$ cat src/rtl/hazard_ctrl_ng.sv
// Pipeline hazard controller: stall/flush sequencing for F/D/E/MW,
// operand forward selects for E, and stall/flush cycle counters.
module hazard_ctrl_ng #(
    parameter int REG_AW     = 5,
    parameter int FWD_STAGES = 2,
    parameter int LOAD_LAT   = 1,
    parameter int CNT_W      = 32
) (
    input  logic                           clk,
    input  logic                           CpuRst_n,
    input  logic                           ICacheMiss,
    input  logic                           DCacheMiss,
    input  logic                           BranchE,
    input  logic                           JalrE,
    input  logic                           JalD,
    input  logic [REG_AW-1:0]              Rs1D,
    input  logic [REG_AW-1:0]              Rs2D,
    input  logic [REG_AW-1:0]              Rs1E,
    input  logic [REG_AW-1:0]              Rs2E,
    input  logic [REG_AW-1:0]              RdE,
    input  logic [1:0]                     RegReadE,
    input  logic                           MemToRegE,
    input  logic [FWD_STAGES*REG_AW-1:0]   RdFwd,
    input  logic [FWD_STAGES-1:0]          RegWriteFwd,
    input  logic                           CntClr,
    output logic                           StallF,
    output logic                           FlushF,
    output logic                           StallD,
    output logic                           FlushD,
    output logic                           StallE,
    output logic                           FlushE,
    output logic                           StallMW,
    output logic                           FlushMW,
    output logic [2:0]                     Forward1E,
    output logic [2:0]                     Forward2E,
    output logic [CNT_W-1:0]               StallCnt,
    output logic [CNT_W-1:0]               FlushCnt
);

    localparam int LUW = $clog2(LOAD_LAT + 1);

    typedef enum logic [1:0] {RUN, LU, DMISS, IMISS} state_e;

    state_e           state_q, state_d;
    logic [LUW-1:0]   lu_q, lu_d;
    logic [CNT_W-1:0] stall_cnt_q, stall_cnt_d;
    logic [CNT_W-1:0] flush_cnt_q, flush_cnt_d;

    logic redirect_e, ctl_any, lu_hit, in_lu;
    logic sf, sd, se, sm, fd, fe;
    logic stall_any, flush_any;
    logic [2:0] fwd1, fwd2;

    always_comb begin
        redirect_e = BranchE | JalrE;
        ctl_any    = redirect_e | JalD;
        lu_hit     = MemToRegE && (RdE != '0) &&
                     ((RdE == Rs1D) || (RdE == Rs2D)) && !redirect_e;
        // Leaving a miss with bubbles still owed behaves as LU in the exit cycle
        in_lu      = (state_q == LU) ||
                     (((state_q == DMISS) || (state_q == IMISS)) && (lu_q != '0));
    end

    always_comb begin
        state_d = state_q;
        lu_d    = lu_q;
        sf = 1'b0;
        sd = 1'b0;
        se = 1'b0;
        sm = 1'b0;
        fd = 1'b0;
        fe = 1'b0;
        if (DCacheMiss) begin
            state_d = DMISS;
            {sf, sd, se, sm} = 4'b1111;
        end else if (ICacheMiss) begin
            state_d = IMISS;
            if (ctl_any) begin
                {sf, sd, se, sm} = 4'b1111;
            end else begin
                sf = 1'b1;
                fd = 1'b1;
            end
        end else if (in_lu) begin
            sf      = 1'b1;
            sd      = 1'b1;
            fe      = 1'b1;
            lu_d    = lu_q - LUW'(1);
            state_d = (lu_d == '0) ? RUN : LU;
        end else begin
            state_d = RUN;
            if (redirect_e) begin
                fd = 1'b1;
                fe = 1'b1;
            end else if (lu_hit) begin
                sf      = 1'b1;
                sd      = 1'b1;
                fe      = 1'b1;
                lu_d    = LUW'(LOAD_LAT - 1);
                state_d = (LOAD_LAT > 1) ? LU : RUN;
            end else if (JalD) begin
                fd = 1'b1;
            end
        end
    end

    // Scan farthest to nearest so the nearest matching stage wins
    always_comb begin
        fwd1 = '0;
        fwd2 = '0;
        for (int k = FWD_STAGES; k >= 1; k--) begin
            if (RegReadE[1] && (Rs1E != '0) && RegWriteFwd[k-1] &&
                (RdFwd[(k-1)*REG_AW +: REG_AW] == Rs1E))
                fwd1 = 3'(k);
            if (RegReadE[0] && (Rs2E != '0) && RegWriteFwd[k-1] &&
                (RdFwd[(k-1)*REG_AW +: REG_AW] == Rs2E))
                fwd2 = 3'(k);
        end
    end

    assign StallF    = CpuRst_n & sf;
    assign StallD    = CpuRst_n & sd;
    assign StallE    = CpuRst_n & se;
    assign StallMW   = CpuRst_n & sm;
    assign FlushF    = ~CpuRst_n;
    assign FlushD    = ~CpuRst_n | fd;
    assign FlushE    = ~CpuRst_n | fe;
    assign FlushMW   = ~CpuRst_n;
    assign Forward1E = CpuRst_n ? fwd1 : 3'd0;
    assign Forward2E = CpuRst_n ? fwd2 : 3'd0;

    assign stall_any = StallF | StallD | StallE | StallMW;
    assign flush_any = CpuRst_n & (fd | fe);

    always_comb begin
        stall_cnt_d = stall_cnt_q;
        flush_cnt_d = flush_cnt_q;
        if (CntClr) begin
            stall_cnt_d = '0;
            flush_cnt_d = '0;
        end else begin
            if (stall_any && (stall_cnt_q != '1))
                stall_cnt_d = stall_cnt_q + CNT_W'(1);
            if (flush_any && (flush_cnt_q != '1))
                flush_cnt_d = flush_cnt_q + CNT_W'(1);
        end
    end

    always_ff @(posedge clk or negedge CpuRst_n) begin
        if (!CpuRst_n) begin
            state_q     <= RUN;
            lu_q        <= '0;
            stall_cnt_q <= '0;
            flush_cnt_q <= '0;
        end else begin
            state_q     <= state_d;
            lu_q        <= lu_d;
            stall_cnt_q <= stall_cnt_d;
            flush_cnt_q <= flush_cnt_d;
        end
    end

    assign StallCnt = stall_cnt_q;
    assign FlushCnt = flush_cnt_q;

endmodule

$ cat config.mk
export PLATFORM = sky130hd
export DESIGN_NAME = hazard_ctrl_ng
export DESIGN_NICKNAME = d
export VERILOG_FILES = /design/src/rtl/hazard_ctrl_ng.sv
export SDC_FILE = /design/constraint.sdc
export NUM_CORES = 1
export LEC_CHECK = 0
export BUFFER_PORTS_ARGS = -buffer_cell sky130_fd_sc_hd__buf_2
export CAP_MARGIN = 30
export CORE_MARGIN = 2
export CORE_UTILIZATION = 38
export DETAILED_ROUTE_END_ITERATION = 10
export GPL_TIMING_DRIVEN = 1
export SYNTH_ARGS = -nofsm -noshare
export SYNTH_HDL_FRONTEND = slang
export SYNTH_SLANG_ARGS = --single-unit
$ cat constraint.sdc
create_clock -name clk -period 2.8 [get_ports clk]
set_input_delay 0.28 -clock clk [delete_from_list [all_inputs] [get_ports clk]]
set_output_delay 0.28 -clock clk [all_outputs]
set_load 0.01 [all_outputs]
# == Yosys cells after proc, flatten, opt, wreduce, memory -nomap -nowiden ==
# Index checks and enable logic that the tools add are counted.
# op_classes
n_addsub,3
n_mul,0
div,0
n_lt_le_gt_ge,0
n_eq_ne,12
shift,0
n_mux,38
n_bitwise,15
n_reduce_logical,27
# ops
cell,count
$mux 32,4
$add 32x1->32 const B,2
$ne 32x32->1 const B,2
$eq 5x5->1,6
$mux 1,26
$logic_and 1x1->1,16
$reduce_bool 5->1,3
$mux 3,4
$mux 2,4
$or 1x1->1,8
$reduce_bool 2->1,3
$and 1x1->1,4
$eq 2x2->1 const B,2
$reduce_and 4->1,1
$logic_or 1x1->1,3
$not 1->1,3
$eq 2x1->1 const B,1
$ne 2x1->1 const B,1
$logic_not 1->1,1
$sub 1x1->1 const B,1
# word_totals
register_bits,67
latchBits,0
ramBits,0
mem_bits_ro,0
in_bits,48
wordCells,99
memories,0

# == Longest topological paths before layout ==
# Gate-level depths: netlist of the first run.
# depth
depth_word,16
ltp_mapped,10
depth_no_buf,7

# == Worst setup path after synthesis of the first run ==
# OpenSTA, ideal clock, no wires.
# synth_timing
path_kind,register -> register
from,register flush_cnt_q[5] (netlist: FlushCnt[5])
to,register flush_cnt_q[31] (netlist: FlushCnt[31])
setup_time_ns,0.077
t_arrival_ns,2.331
required_ns,2.723
slack_ns,0.391
path_stages_with_launch,7
path_buffers,0
synth_period_minus_slack_ns,2.409
cell_sequence,dfrtp_1 nand4_2 or4_4 a311o_1 a211o_4 or4b_1 a21oi_1
# synth_via
elab_chain_len,3
word_cells_on_any_way,6
# synth_lines
item,line,source
from (decl),47,"logic [CNT_W-1:0] flush_cnt_q, flush_cnt_d;"
from (signal assigned),159,flush_cnt_q <= flush_cnt_d;
$add 32x1->32 or $ne 32x32->1 (tied branches),"145, 144",
$mux 32 or $logic_and 1x1->1 (tied branches),144,if (flush_any && (flush_cnt_q != '1))
$mux 32 or $reduce_bool 2->1 (tied branches),n/a,
# Parallel ways exist; a longest one is shown, timed or not. The select of a mux whose other input is x is not followed.
# A chain may end at the register's enable or synchronous reset.

# == Final worst setup path of the first run ==
# layout_timing
from,register flush_cnt_q[11] (netlist: FlushCnt[11])
to,register flush_cnt_q[31] (netlist: FlushCnt[31])
# The elaborated chain is that of the path after synthesis.

==> impl_metrics.tcl, run 1 <==
set metrics [dict create \
    status "finished, final reports clean" \
    grt_pass1_wl_um 20700 \
    cp_num_buf_inv 0 \
    place_inst 757 \
    cp.depth 6 \
    hold_class "input pin to flip-flop" \
    async_reset_ff_frac 1.00 \
    drt_wl_total_um 12300 \
    ys_warn_count 0 \
    fin_nets 676 \
    ir_drop_mv 0.363 \
    hold_viol 0 \
    via_per_inst 5.77 \
    worst_slack_ps 249 \
    worst_pin_slew_ps 823 \
    antenna_cells 0 \
    fin_tns_setup_ps 0 \
    holdPathStages 2 \
    rr_endpoint "FlushCnt[31]" \
    ant_nets 0 \
    synth-edff-count 0 \
    post-place-ws_ps 310 \
    crit_end "FlushCnt[31]" \
    max_stage_delay_ps 510 \
    critical_path.cell_chain "nand4_2 > or3_2 > a311o_1 > a211o_4 > or4b_1 > a21oi_1" \
    num_vias 4464 \
    max_freq_ghz 0.392 \
    end_kind "flip-flop" \
    dieArea_um2 12700 \
    synthFlopType "dfrtp_1" \
    multi_input_area_um2 2600 \
    num_rows 39 \
    worstPathArrival_ps 2800 \
    rsz0062_at_grt "no" \
    instances_no_fill 774 \
    ff2ff_setup_slack_ps 250 \
    clk_pin_slew_worst_paths_ps 60 \
    dp_hpwl_um 8830 \
    setup_violations 0 \
    cts_tree "yes" \
    start_kind "flip-flop" \
    ys_types 53 \
    seq_area_frac_synth 0.375 \
    netlist_instances 512 \
    synth_top_area_cell "dfrtp_1" \
    synthTopCellsByArea "dfrtp_1 37%, or4_1 6.9%, o31ai_1 6.2%" \
    clk_path_buf_depth 2 \
    grt_overflow_total 0 \
    cts_root_buffer "clkbuf_16" \
    synth_seq_cells 67 \
    finalCriticalPeriod_ps 2550 \
    grt_use_total 0.198 \
    reg2reg_depth 6 \
    die_h_um 113 \
    core-area_um2 11500 \
    grt_max_degree 48 \
    cp_max_fo 10 \
    synth_area_um2 4480 \
    cp_top_family "simple AND/OR/NAND/NOR gates" \
    syn_area_per_cell_um2 8.74 \
    path_class "flip-flop to flip-flop" \
    routedWlPerCell_um 15.9 \
    reg2reg_from "FlushCnt[11]" \
    die_width_um 113 \
    seq_area_um2 1680 \
    p_per_area_nw_per_um2 440 \
    antenna_found_initial 0 \
    port_buffers 123 \
    drtIter0Drc 302 \
    fin_crit_sh 0.911 \
    p_leak_nw 2.38 \
    syn2layout_area_growth_pct 24.3 \
    synth.top_cell.area_share 0.375 \
    finClkSkew_ps 10.5 \
    p_total_mw 2.45 \
    critical-path-slowest-cell "or3_2" \
    cts_buffers 9 \
    finalMaxSlewViolations 0 \
    postCtsSetupBuffers 0 \
    firstDrtPassIters 4 \
    start_util 0.390 \
    startpoint "FlushCnt[11]" \
    drc 0 \
    yosysMostFrequentCell "dfrtp_1" \
    cp.required_ps 3040 \
    fillers 1139 \
    routabilityCongestion 0.917 \
    maxCapViolations 0 \
    ios 126 \
    htree_levels 3 \
    yosys-top-cells-count "67 x dfrtp_1, 49 x a21oi_1, 41 x or4_1, 39 x nor2_1, 37 x o31ai_1" \
    layout-drive-gt1-share 0.284 \
    grt_pass1_vias 4177 \
    slew_headroom 0.452 \
    worstSkewPairLatency_ps 330 \
    clock_sinks 67 \
]
[cell usage in the layout (no fill, tap or decap), types with 16 or more instances in the layout]
cell type | netlist | routed
nor2_1 | 39 | 39
a21oi_1 | 49 | 49
dfrtp_1 | 67 | 67
or4_1 | 41 | 41
xor2_1 | 27 | 27
nand4_1 | 16 | 16
buf_2 | 4 | 123
nand2_1 | 31 | 31
nand3_1 | 28 | 28
o31ai_1 | 37 | 37
[stage by stage]
step,utilization,hold WS (ps),cell area (um2)
2_1_floorplan,-,-15.6,4480
3_3_place_gp,0.454,310,5200
3_5_place_dp,0.456,316,5220
4_1_cts,0.485,171,5560
5_1_grt,0.485,192,5570
6_report,0.485,182,5570
[where the power goes]
part	total, mW	leakage, nW	switching [mW]	internal [mW]
registers	0.982	0.930	0.00718	0.975
logic	0.231	1.30	0.142	0.0888
clock network	1.24	0.155	0.432	0.803
total	2.45	2.38	0.581	1.87
[registers in the layout (all words and copies together), names as in the netlist]
| register | cells |
|---|---|
| StallCnt | 32 |
| FlushCnt | 32 |
| lu_q | 1 |
| state_q | 2 |
[kinds of logic after synthesis]
kind of cell | after synthesis | synth area share
AND/OR/NAND/NOR | 239 | 0.311
AO/OA/AOI/OAI | 115 | 0.162
flip-flops | 67 | 0.375
buffers and inverters | 41 | 0.0458
XOR/XNOR | 31 | 0.0606
multiplexers | 16 | 0.0400
adder cells (fa/ha/maj) | 2 | 0.00559
other | 1 | 0.000838
[layer usage]
layer | up-vias | wire, um | global-route usage
met4 | 0 | 160 | 0.0585
met1 | 2160 | 5780 | 0.276
li1 | 2180 | - | -
met2 | 109 | 5820 | 0.307
met3 | 15 | 556 | 0.0502
met5 | - | 0 | 0
[timing repair]
action                                  in CTS  in global routing
resized for setup                            0                  1
endpoints found under the setup margin       0                  1
endpoints found under the hold margin       30                  0
hold buffers                                 1                  0
[final cells by class]
| class | count | area share |
|---|---|---|
| Tap cell | 143 | 0.0321 |
| Multi-Input combinational cell | 405 | 0.467 |
| Timing Repair Buffer | 136 | 0.136 |
| Inverter | 7 | 0.00472 |
| Clock inverter | 6 | 0.0160 |
| Clock buffer | 10 | 0.0429 |
| Sequential cell | 67 | 0.301 |
[worst min-delay path by stage]
| stage | startpoint | slack, ps | to |
|---|---|---|---|
| CTS | DCacheMiss | 170 | state_q[0] |
| global route | DCacheMiss | 190 | state_q[0] |
| detailed placement | CpuRst_n | 320 | StallCnt[0] |
| floorplan | CpuRst_n | -20 | FlushCnt[0] |
| finish | DCacheMiss | 180 | state_q[0] |
| global placement | CpuRst_n | 310 | StallCnt[0] |
Note: power is estimated with default switching activity, not from simulation.
==> run 2, diff against run 1 <==
Settings changed: CORE_ASPECT_RATIO set to 1.25.
==> run 2 against run 1 <==
Clock power down 11%. Register-to-register slack better by 20 ps. Via count up 2.1%. Utilization down 0.66 points. Critical path type unchanged. Highest routed layer unchanged.
==> impl_metrics.tcl, run 2 (same netlist as run 1, synthesis figures left out) <==
set metrics [dict create \
    ant_nets 0 \
    cts_root_buffer "clkbuf_16" \
    worst_slack_ps 273 \
    via_per_inst 5.90 \
    hold_viol 0 \
    core-area_um2 11600 \
    fin_nets 680 \
    p_sw_mw 0.561 \
    postCtsSetupBuffers 0 \
    cp_max_fo 10 \
    end_kind "flip-flop" \
    startpoint "FlushCnt[5]" \
    fin_hold_ws_ps 176 \
    antenna_found_initial 0 \
    seq_power_share 0.426 \
    cts_tree "yes" \
    port_buffers 123 \
    routedWlPerCell_um 16.4 \
    grt_pass1_wl_um 20400 \
    ir_drop_mv 0.252 \
    intPower_mw 1.75 \
    holdPathStages 2 \
    cts_resized 0 \
    fin_tns_setup_ps 0 \
    worstSkewPairLatency_ps 340 \
    final_util 0.479 \
    p_leak_nw 2.39 \
    post_dp_cell_area_um2 5250 \
    dp_hpwl_um 9010 \
    clk_pin_slew_worst_paths_ps 50 \
    rsz0062_at_grt "no" \
    start_kind "flip-flop" \
    max_freq_ghz 0.396 \
    final_cell_mix "123 x buf_2, 67 x dfrtp_1, 49 x a21oi_1, 41 x or4_1, 39 x nor2_1" \
    drt_wl_total_um 12700 \
    swShare 0.243 \
    grt_pass1_vias 4214 \
    layout_commonest_cell "buf_2" \
    path_class "flip-flop to flip-flop" \
    dieArea_um2 12700 \
    ff2ff_setup_slack_ps 270 \
    finalCriticalPeriod_ps 2530 \
    clock_sinks 67 \
    cts_buffers 9 \
    die_width_um 101 \
    firstDrtPassIters 5 \
    grt_overflow_total 0 \
    setup_violations 0 \
    antenna_cells 0 \
    cp.required_ps 3060 \
    grt_use_total 0.198 \
    post-place-ws_ps 273 \
    finalMaxSlewViolations 0 \
    htree_levels 3 \
    worstPathArrival_ps 2790 \
    die_h_um 125 \
    maxCapViolations 0 \
    status "finished, final reports clean" \
    num_rows 44 \
    start_util 0.387 \
    drtIter0Drc 175 \
    fin_crit_sh 0.902 \
    finClkSkew_ps 7.07 \
    combPwrFrac 0.100 \
    drc 0 \
    ios 126 \
    reg2reg_from "FlushCnt[5]" \
    grt_max_degree 81 \
    hold_buffers 1 \
    syn2layout_area_growth_pct 23.6 \
    clk_path_buf_depth 2 \
    worst_pin_slew_ps 784 \
    power_frac_clock 0.475 \
    hp-start "DCacheMiss" \
    routabilityCongestion 0.834 \
    fin_area_um2 5530 \
    reg2reg_depth 6 \
    hold_class "input pin to flip-flop" \
    num_vias 4558 \
    layout-drive-gt1-share 0.282 \
    p_per_area_nw_per_um2 417 \
    slew_headroom 0.478 \
]
-- run 2: cell count changes in the layout (fill, tap and decap cells not counted), sizes merged --
cell,change
bufinv,-1
clkinvlp,-2
buf,+4
clkbuf,+2
-- run 2: power by group through the flow --
stage / Clock, mW / Sequential [mW] / Combinational (mW)
finish: 1.10 / 0.982 / 0.230
global route: 1.17 / 0.983 / 0.256
CTS: 1.12 / 0.982 / 0.234
detailed placement: 0 / 0.999 / 0.232
global placement: 0 / 0.998 / 0.227
floorplan: 0 / 1.00 / 0.120
-- run 2: worst paths after layout --
check,endpoint
hold / removal,state_q[0]
min in group asynchronous,StallCnt[1]
setup reg to reg,FlushCnt[31]
hold reg to reg,lu_q
max in group asynchronous,FlushCnt[0]
setup / recovery,FlushCnt[31]
-- run 2: critical path: stages (launching register included) --
cell	delay, ps
dfrtp_1	460
nand4_2	160
or4_4	570
a311o_1	320
a211o_4	310
or4b_1	470
a21oi_1	150
-- run 2: routing by layer --
metal,vias up,wire (um),GRT usage
li1,2175,-,-
met1,2244,5210,0.241
met2,124,6680,0.351
met3,15,584,0.0285
met4,0,186,0.0684
met5,-,0,0
-- run 2: stage by stage --
step                std cells  total power, mW
floorplan                 513             1.12
global placement          756             1.23
detailed placement        756             1.23
CTS                       772             2.34
global route              772             2.40
finish                    772             2.31
-- run 2: final cells by class --
| cell class | instances | area, um2 |
|---|---|---|
| Clock buffer | 12 | 236 |
| Clock inverter | 3 | 40.0 |
| Fill cell | 1137 | 6030 |
| Inverter | 7 | 26.3 |
| Multi-Input combinational cell | 405 | 2600 |
| Sequential cell | 67 | 1680 |
| Tap cell | 138 | 173 |
| Timing Repair Buffer | 140 | 783 |
==> run 3, diff against run 2 <==
Settings changed: BUFFER_PORTS_ARGS -buffer_cell sky130_fd_sc_hd__buf_2 to -buffer_cell sky130_fd_sc_hd__buf_4.
==> run 3 against run 2 <==
Sequential share of layout area fell by 1.9 points. Total power rose by 13%. Global-route usage rose by 1.5 points. Utilization rose by 3.2 points. Via count fell by 1.4%. Critical path type is now input pin to flip-flop. Largest cell class unchanged.
==> impl_metrics.tcl, run 3 (same netlist as run 1, synthesis figures left out) <==
set metrics [dict create \
    cp.required_ps 3060 \
    fin_crit_sh 0.911 \
    ir_drop_mv 0.302 \
    worstPathArrival_ps 2810 \
    power_frac_clock 0.528 \
    port_buffers 123 \
    drt_wl_total_um 13100 \
    grt.met1_usage 0.251 \
    layout-drive-gt1-share 0.288 \
    final_util 0.510 \
    dp_hpwl_um 9510 \
    post-place-ws_ps 271 \
    cts_buffers 9 \
    cts_tree "yes" \
    ios 126 \
    clk_pin_slew_worst_paths_ps 60 \
    grtUsageMet3 0.0313 \
    fillers 1109 \
    antenna_cells 0 \
    num_rows 44 \
    maxCapViolations 0 \
    grt_overflow_total 0 \
    clock_sinks 67 \
    die_h_um 125 \
    finClkSkew_ps 5.56 \
    swShare 0.225 \
    worstSkewPairLatency_ps 340 \
    syn2layout_area_growth_pct 31.8 \
    grt_use_total 0.213 \
    drtIter0Drc 160 \
    hold_class "input pin to flip-flop" \
    start_kind "input pin" \
    ant_nets 0 \
    clk_path_buf_depth 2 \
    grt_max_degree 81 \
    fin_tns_setup_ps 0 \
    cts_root_buffer "clkbuf_16" \
    finalCriticalPeriod_ps 2550 \
    htree_levels 3 \
    place_inst 756 \
    hold_viol 0 \
    finalMaxSlewViolations 0 \
    routedWlPerCell_um 17.0 \
    firstDrtPassIters 4 \
    cp_max_fo 47 \
    num_vias 4492 \
    p_sw_mw 0.588 \
    antenna_found_initial 0 \
    layout_commonest_cell "buf_4" \
    intPower_mw 2.03 \
    p_total_mw 2.61 \
    routabilityCongestion 0.801 \
    end_kind "flip-flop" \
    fin_area_um2 5900 \
    core-area_um2 11600 \
    die_width_um 101 \
    via_per_inst 5.81 \
    start_util 0.387 \
    p_leak_nw 2.46 \
    final_cell_mix "138 x buf_4, 67 x dfrtp_1, 49 x a21oi_1, 41 x or4_1, 39 x nor2_1" \
    setup_violations 0 \
    slew_headroom 0.439 \
    grt_busiest_layer "met2" \
    status "finished, final reports clean" \
    grt_pass1_vias 4431 \
    path_class "input pin to flip-flop" \
    worst_pin_slew_ps 841 \
    seq_power_share 0.376 \
    fin_hold_ws_ps 145 \
    worst_slack_ps 251 \
    fin_nets 680 \
    post_dp_cell_area_um2 5530 \
    grt_pass1_wl_um 21900 \
    rsz0062_at_grt "no" \
    p_per_area_nw_per_um2 443 \
    dieArea_um2 12700 \
    gr-usage-met2 0.388 \
    instances_no_fill 773 \
    max_freq_ghz 0.392 \
    combPwrFrac 0.097 \
    drc 0 \
]
[run 3: changes by cell type in the layout (fill, tap and decap cells not counted)]
cell / change
buf_4: +125
clkinv_2: -1
buf_2: -123
clkbuf_8: +3
clkbuf_1: -3
buf_12: -2
bufinv_16: +2
[run 3: metal layers]
| layer | wire, um | part of all wire |
|---|---|---|
| met3 | 518 | 0.039 |
| met4 | 210 | 0.016 |
| met5 | 0 | 0 |
| met2 | 7070 | 0.54 |
| met1 | 5340 | 0.41 |
[run 3: worst paths after layout]
| kind | cells past startpoint | from | to | slack [ps] |
|---|---|---|---|---|
| min reg2reg | 1 | lu_q | lu_q | 540 |
| min | 2 | DCacheMiss | state_q[0] | 140 |
| max | 9 | CpuRst_n | FlushCnt[6] | 250 |
| min in group asynchronous | 3 | CpuRst_n | StallCnt[16] | 520 |
| max reg2reg | 6 | FlushCnt[5] | FlushCnt[31] | 270 |
| max in group asynchronous | 3 | CpuRst_n | FlushCnt[8] | 1970 |
[run 3: what timing repair did]
item                                   in CTS  in global routing
hold buffers                                1                  0
gates resized for setup                     0                  0
endpoints found under the hold margin      42                  0
buffers inserted                            0                  0
[run 3: power groups by stage]
stage | registers [mW] | logic (mW) | clock network [mW]
after CTS | 0.982 | 0.256 | 1.40
after global routing | 0.982 | 0.280 | 1.44
after global placement | 0.999 | 0.249 | 0
final | 0.982 | 0.253 | 1.38
after floorplan | 1.00 | 0.120 | 0
after detailed placement | 0.999 | 0.254 | 0
[run 3: cell type report]
cell class,count,area (um2),share of cell area
Inverter,7,26.3,0.00445
Timing Repair Buffer,140,1070,0.181
Sequential cell,67,1680,0.284
Multi-Input combinational cell,405,2600,0.440
Clock buffer,12,267,0.0452
Clock inverter,4,95.1,0.0161
Tap cell,138,173,0.0293
[run 3: worst max-delay path: stages]
cell and delay, ps:
dlygate4sd3_1 540, buf_4 140, clkinv_1 260, a211o_1 320, a21o_1 200, a21o_1 190
buf_12 170, or4_1 520, a21oi_1 160
